==> src/rtl/fp_pkg.sv <==
// Shared IEEE-754 single-precision definitions for the fixed<->float
// packer/unpacker pair around the CORDIC core.
package fp_pkg;

  localparam int FP_EXP_BIAS = 127;
  localparam int FP_EXP_W    = 8;
  localparam int FP_MANT_W   = 23;

  typedef struct packed {
    logic                 sign;
    logic [FP_EXP_W-1:0]  exp;
    logic [FP_MANT_W-1:0] mant;
  } fp32_t;

  // Full width of a fixed value: sign bit, one integer bit, WIDTH fraction bits.
  function automatic int fixed_w(input int width);
    return width + 2;
  endfunction

endpackage

==> src/rtl/leading_one_detect.sv <==
// Reports the index of the most significant set bit of a vector.
module leading_one_detect #(
  parameter int N  = 24,
  parameter int IW = (N > 1) ? $clog2(N) : 1
) (
  input  logic [N-1:0]  vec,
  output logic [IW-1:0] idx,
  output logic          found
);

  // Ascending scan: the last hit wins, which is the highest set bit.
  always_comb begin
    idx   = '0;
    found = 1'b0;
    for (int i = 0; i < N; i++) begin
      if (vec[i]) begin
        idx   = IW'(i);
        found = 1'b1;
      end
    end
  end

endmodule

==> src/rtl/fixed_to_float_packer.sv <==
// Signed fixed-point (value = fixed / 2^WIDTH, range [-2,2)) to IEEE-754
// single. One registered cycle of latency; mantissa is truncated.
module fixed_to_float_packer
  import fp_pkg::*;
#(
  parameter int WIDTH = 22
) (
  input  logic             clk,
  input  logic             rst,
  input  logic             in_valid,
  input  logic [WIDTH+1:0] fixed,
  output logic             out_valid,
  output logic [31:0]      result
);

  localparam int FW = fixed_w(WIDTH);
  localparam int PW = $clog2(FW);

  logic          sign;
  logic [FW-1:0] mag;
  logic [PW-1:0] p;
  logic          found;
  logic [PW-1:0] sh;
  logic [FW-1:0] norm;
  logic [FW-2+FP_MANT_W:0] ext;
  logic          unused_bits;
  fp32_t         conv;

  fp32_t result_d, result_q;
  logic  out_valid_d, out_valid_q;

  // Magnitude; -2.0 maps to 2^(WIDTH+1), which still fits in FW unsigned bits.
  always_comb begin
    sign = fixed[FW-1];
    mag  = sign ? (~fixed + FW'(1)) : fixed;
  end

  leading_one_detect #(.N(FW), .IW(PW)) u_lod (
    .vec   (mag),
    .idx   (p),
    .found (found)
  );

  // Normalise the leading one to the top bit, then take the bits below it,
  // zero-filling on the right when fewer than 23 fraction bits exist.
  always_comb begin
    sh   = PW'(FW - 1) - p;
    norm = mag << sh;
    ext  = {norm[FW-2:0], {FP_MANT_W{1'b0}}};
    conv = '0;
    if (found) begin
      conv.sign = sign;
      conv.exp  = FP_EXP_W'(FP_EXP_BIAS + int'(p) - WIDTH);
      conv.mant = ext[FW-2+FP_MANT_W -: FP_MANT_W];
    end
  end

  // Leading one and bits below the truncation point are dropped by design.
  assign unused_bits = ^{norm[FW-1], ext[FW-2:0]};

  // Next-state: load a new conversion on in_valid, otherwise hold the result.
  always_comb begin
    out_valid_d = in_valid;
    result_d    = in_valid ? conv : result_q;
  end

  // Output register; reset wins over a same-cycle conversion.
  always_ff @(posedge clk) begin
    if (rst) begin
      result_q    <= '0;
      out_valid_q <= 1'b0;
    end else begin
      result_q    <= result_d;
      out_valid_q <= out_valid_d;
    end
  end

  assign result    = result_q;
  assign out_valid = out_valid_q;

endmodule

==> config.mk <==
export PLATFORM = sky130hd
export DESIGN_NAME = fixed_to_float_packer
export DESIGN_NICKNAME = d
export VERILOG_FILES = /design/src/rtl/fp_pkg.sv /design/src/rtl/leading_one_detect.sv /design/src/rtl/fixed_to_float_packer.sv
export SDC_FILE = /design/constraint.sdc
export NUM_CORES = 1
export LEC_CHECK = 0
export CAP_MARGIN = 20
export CORE_ASPECT_RATIO = 2
export CORE_MARGIN = 4
export CORE_UTILIZATION = 58
export CTS_CLUSTER_DIAMETER = 120
export DETAILED_ROUTE_END_ITERATION = 10
export PLACE_DENSITY = 0.87
export SLEW_MARGIN = 0
export SYNTH_ARGS = -nofsm -noshare
export SYNTH_HDL_FRONTEND = slang
export SYNTH_HIERARCHICAL = 1
export SYNTH_SLANG_ARGS = --single-unit
export TNS_END_PERCENT = 1
==> constraint.sdc <==
create_clock -name clk -period 10.5 [get_ports clk]
set_input_delay 2.1 -clock clk [delete_from_list [all_inputs] [get_ports clk]]
set_output_delay 2.1 -clock clk [all_outputs]
set_load 0.01 [all_outputs]
# --- Word-level counts from Yosys, hierarchy flattened ---
# Index checks and enable logic that the tools add are counted.
op_classes:
  addsub: 4
  muxes: 49
  shift: 1
  bitwise: 1
op_table:
  columns: ["op", "count"]
  rows:
  - ["5-bit two-way mux", 8]
  - ["32-bit two-way mux", 1]
  - ["4-bit two-way mux", 8]
  - ["1-bit two-way mux", 25]
  - ["24-bit by 1-bit adder with 24-bit output, second input constant", 1]
  - ["24-bit two-way mux", 1]
  - ["24-bit inverter", 1]
  - ["24-bit by 5-bit left shift with 23-bit output", 1]
  - ["3-bit two-way mux", 4]
  - ["7-bit by 5-bit adder with 8-bit output, first input constant", 1]
  - ["8-bit by 5-bit subtractor with 8-bit output, second input constant", 1]
  - ["5-bit subtractor, first input constant", 1]
  - ["2-bit two-way mux", 2]
totals:
  wordCells: 59
  ff_bits: 33
  in_bits: 27

# --- Logic depth before layout (Yosys ltp) ---
logic_depth:
  word_depth: 29
  mapped_depth: 20

# --- Hierarchy ---
# Netlist, hierarchy kept.
modules_own_cells:
  columns: ["mod", "seq_area_each_um2", "area_each_um2", "instances", "cells_per_inst"]
  rows:
  - ["fixed_to_float_packer", 660.6, 3010.4, 1, 391]
  - ["leading_one_detect", 0.0, 256.5, 1, 45]

# --- Worst setup path after synthesis ---
# Ideal clock, no wire load.
synth_timing:
  kind: "input port to flip-flop"
  start: "input fixed[0]"
  end: "register result_q (netlist bit result[16])"
  setup_time_ns: 0.134
  arrival_time_ns: 6.719
  path_buffers: 2
  required_time_ns: 10.366
  path_stages: 17
  path_slack_ns: 3.647
  path_cell_list: "inv_1 ha_1 or3b_2 buf_4 or4_4 o21ai_0 xor2_1 inv_1 nor2_1 nand2_1 o41ai_1 clkinv_1 buf_2 mux2_2 mux2_2 a2111oi_0 a211oi_1"
synth_rtl:
  columns: ["item", "line", "rtl"]
  rows:
  - ["start, declared", "fixed_to_float_packer.sv:11", "input logic [WIDTH+1:0] fixed,"]
  - ["24-bit inverter", "fixed_to_float_packer.sv:35", "mag = sign ? (~fixed + FW'(1)) : fixed;"]
  - ["24-bit by 1-bit adder with 24-bit output", "fixed_to_float_packer.sv:35", null]
  - ["24-bit two-way mux", "fixed_to_float_packer.sv:35", null]
  - ["via mag[20]", "fixed_to_float_packer.sv:20", "logic [FW-1:0] mag;"]
  - ["5-bit two-way mux (4 in a row)", "leading_one_detect.sv:16", "if (vec[i]) begin"]
  - ["via p[1]", "fixed_to_float_packer.sv:21", "logic [PW-1:0] p;"]
  - ["5-bit subtractor", "fixed_to_float_packer.sv:47", "sh = PW'(FW - 1) - p;"]
  - ["24-bit by 5-bit left shift with 23-bit output", "fixed_to_float_packer.sv:48", "norm = mag << sh;"]
  - ["32-bit two-way mux", "fixed_to_float_packer.sv:51", "if (found) begin"]
  - ["end signal, assigned", "fixed_to_float_packer.sv:73", "result_q <= result_d;"]
  - ["end, declared", "fixed_to_float_packer.sv:29", "fp32_t result_d, result_q;"]
# The timed path passes the listed nets, and every way through them passes these cells.
# A chain may end at the register's enable or synchronous reset.

# --- Worst setup path after layout ---
layout_timing:
  start: "input fixed[0]"
  end: "register result_q (netlist bit result[0])"
# The elaborated chain is that of the path after synthesis.

==> flow_summary_export.csv <==
group,metric,value,unit
sta,clock_skew,0,ns
worst_hold_path,hold_path_class,"register to register",
detailed_routing,wirelength,10.9,mm
global_route,grt_pass1_wl,17.4,mm
critical_path,path_cells,"clkdlybuf4s50_1, inv_1, ha_1, or3b_2, or4_4, o21ai_0, xor2_1, inv_1, nor4_2, nand3_2, a21oi_2, buf_4, clkinv_1, ha_1, nor3_1, a32oi_1, nor2_1",
global_route,grt_pass1_vias,3606,
clock_tree,cts_hold_buffers,0,
sta,fmax,125,MHz
sta,period_share,76.0,%
detailed_routing,num_vias,3650,
sta,setup_violations,0,
sta,rsz0062_at_grt,"false",
die,die_y,114,um
die,initial_utilization,59.7,%
power_and_ir_drop,leakage,0.00141,uW
clock_tree,numCtsBuffers,5,
die,die_w,61.1,um
job,cap_violations,0,
critical_path,worst-path-max-fanout,28,
sta,period_needed,7.98,ns
clock_tree,cts_tree,"built",
detailed_routing,drc_errors,0,
cells_and_area,seqCellArea,661,um^2
global_route,grt-ovfl-total,0,
critical_path,endpoint_kind,"register",
logic_synthesis,synth.distinct_cells,64,
logic_synthesis,synth_nets,467,
clock_tree,htreeDepth,2,
die,core_area,0.00547,mm^2
critical_path,rrSetupSlack,9.23,ns
critical_path,max_stage_delay,0.85,ns
cells_and_area,design_area,0.00398,mm^2
clock_tree,clock-sinks,33,
detailed_routing,drtPass1Iterations,5,
critical_path,arrival,8.20,ns
placement,place_congestion,0.992,
sta,drv_slew,0,
placement,portBuffers,59,
detailed_routing,drt-initial-drc-count,369,
cells_and_area,final_nets,507,
logic_synthesis,syn_avg_cell_area,7.49,um^2
sta,fin_tns_setup,0,ns
power_and_ir_drop,vdd_drop_max,0.000139,V
power_and_ir_drop,powerDensity,129,mW/mm^2
sta,tightest_slew,0.980,ns
detailed_routing,viasPerCell,6.81,
placement,placed_cells,528,
sta,max-slew-margin-rel,34.2,%
cells_and_area,final_cell_mix,"59 x nor2_1, 59 x clkdlybuf4s50_1, 33 x dfxtp_1",
cells_and_area,multi_input_area,0.00243,mm^2
critical_path,cp.required,10.73,ns
placement,dp_hpwl,8.30,mm
logic_synthesis,syn_inst,436,
die,row_count,38,
outcome,status,"finished, final reports clean",
logic_synthesis,ys_seq_elements,33,
die,die_area,0.00697,mm^2
clock_tree,clockBufferDepth,2,
global_route,grt_start_max_net_pins,41,
clock_tree,clock-root-buffer,"clkbuf_8",
critical_path,worstSetupStartpointType,"input pin",
cells_and_area,fin_cells,536,
detailed_routing,wl_per_cell,20.4,um
sta,hold_ws,0.469,ns
logic_synthesis,ys.flop_type,"dfxtp_1",
sta,finalHoldViolations,0,
global_route,antenna_found_initial,0,
critical_path,cp_num_buf_inv,5,
global_route,grt_usage,32.5,%
clock_tree,clkLatencyLatePin,0.29,ns
logic_synthesis,synth-edff-count,0,
logic_synthesis,yosysSeqAreaShare,20.2,%
critical_path,crit_type,"input pin to register",
detailed_routing,drtAntennaViolNets,0,
clock_tree,cts_setup_buffers,0,
critical_path,crit_family,"simple AND/OR/NAND/NOR gates",
die,ios,60,
clock_tree,ctsResizeCount,0,
cells_and_area,fillers,475,
placement,placed_cell_area,0.00386,mm^2
logic_synthesis,yosys_warnings,6,
cells_and_area,n_antenna_cell,0,
cells_and_area,drive_above_1_share,10.3,%
cells_and_area,syn2layout_area_growth,21.7,%
clock_tree,clkTransAtPathRegs,0.06,ns
logic_synthesis,synthArstFlopShare,0,%
critical_path,slowest_stage,"nor3_1",
logic_synthesis,syn_area,0.00327,mm^2
-- cell type report --
cell class / instances / share of cell area, %
well taps: 60 / 1.89
multi-input cells: 353 / 61.0
inverters: 17 / 1.60
clock buffers: 7 / 2.17
flip-flops and latches: 33 / 16.6
repair buffers: 66 / 16.7
-- registers in the layout, summed over array words and instances, names as in the netlist --
register   cells
out_valid      1
result        32
-- stage by stage --
stage | total power, uW | setup slack, ns | utilization (%)
after floorplan | 316 | 3.65 | -
after global placement | 407 | 2.35 | 70.6
after detailed placement | 409 | 2.32 | 70.6
after CTS | 507 | 2.61 | 72.2
after global routing | 540 | 2.19 | 72.7
final | 512 | 2.52 | 72.7
-- worst register-to-register path, delay by kind of cell (launching register included) --
family             cells  cell delay (ns)
DFF                    1             0.32
and+or+nand+nor        1             0.15
AOI/OAI and AO/OA      2             0.67
-- path summary, 6_finish.rpt --
check          endpoint  startpoint  cells past startpoint
max           result[0]    fixed[0]                     17
min           result[9]   result[9]                      2
max reg2reg  result[16]  result[16]                      3
min reg2reg   result[9]   result[9]                      2
-- synthesized netlist by cell type, drive strengths merged (4+ instances only) --
| library cell | instances | area (um^2) |
|---|---|---|
| nor2 | 59 | 221 |
| dfxtp | 33 | 661 |
| nand2 | 32 | 120 |
| clkbuf | 24 | 90.1 |
| mux2 | 19 | 214 |
| o21ai | 19 | 95.1 |
| a21oi | 18 | 90.1 |
| a22oi | 16 | 120 |
| xnor2 | 16 | 140 |
| inv | 14 | 52.6 |
| a211oi | 13 | 103 |
| mux2i | 13 | 130 |
| nor3 | 12 | 65.1 |
| nor2b | 10 | 62.6 |
| buf | 9 | 43.8 |
| o31ai | 9 | 81.3 |
| o41ai | 8 | 77.6 |
| xor2 | 8 | 77.6 |
| nand2b | 7 | 43.8 |
| nor4 | 7 | 50.1 |
| or4 | 7 | 60.1 |
| a32oi | 6 | 52.6 |
| nand3 | 6 | 35.0 |
| or3 | 6 | 37.5 |
| a221oi | 5 | 43.8 |
| o211ai | 5 | 37.5 |
| a311oi | 4 | 35.0 |
| and2 | 4 | 25.0 |
| ha | 4 | 50.1 |
| o22ai | 4 | 25.0 |
-- kinds of logic after synthesis --
family | count (synthesis) | synth area share (%)
fa+ha+maj | 4 | 1.53
compound gates | 130 | 29.5
xor+xnor | 24 | 6.66
flops | 33 | 20.2
mux | 33 | 11.2
simple gates | 162 | 24.8
buf+inv | 50 | 6.05
-- power breakdown --
part | total, uW | internal, uW | switching [uW]
clock network | 97.6 | 52.0 | 45.6
logic | 264 | 116 | 148
registers | 151 | 141 | 9.87
-- routing by layer --
metal | share of wire, % | up-vias | global-route usage, %
li1 | - | 1722 | -
met1 | 36 | 1699 | 36.3
met2 | 51 | 170 | 53.5
met3 | 5.0 | 59 | 2.93
met4 | 8.1 | 0 | 25.5
met5 | 0 | - | 0
Power figures use the tool's default switching activity.
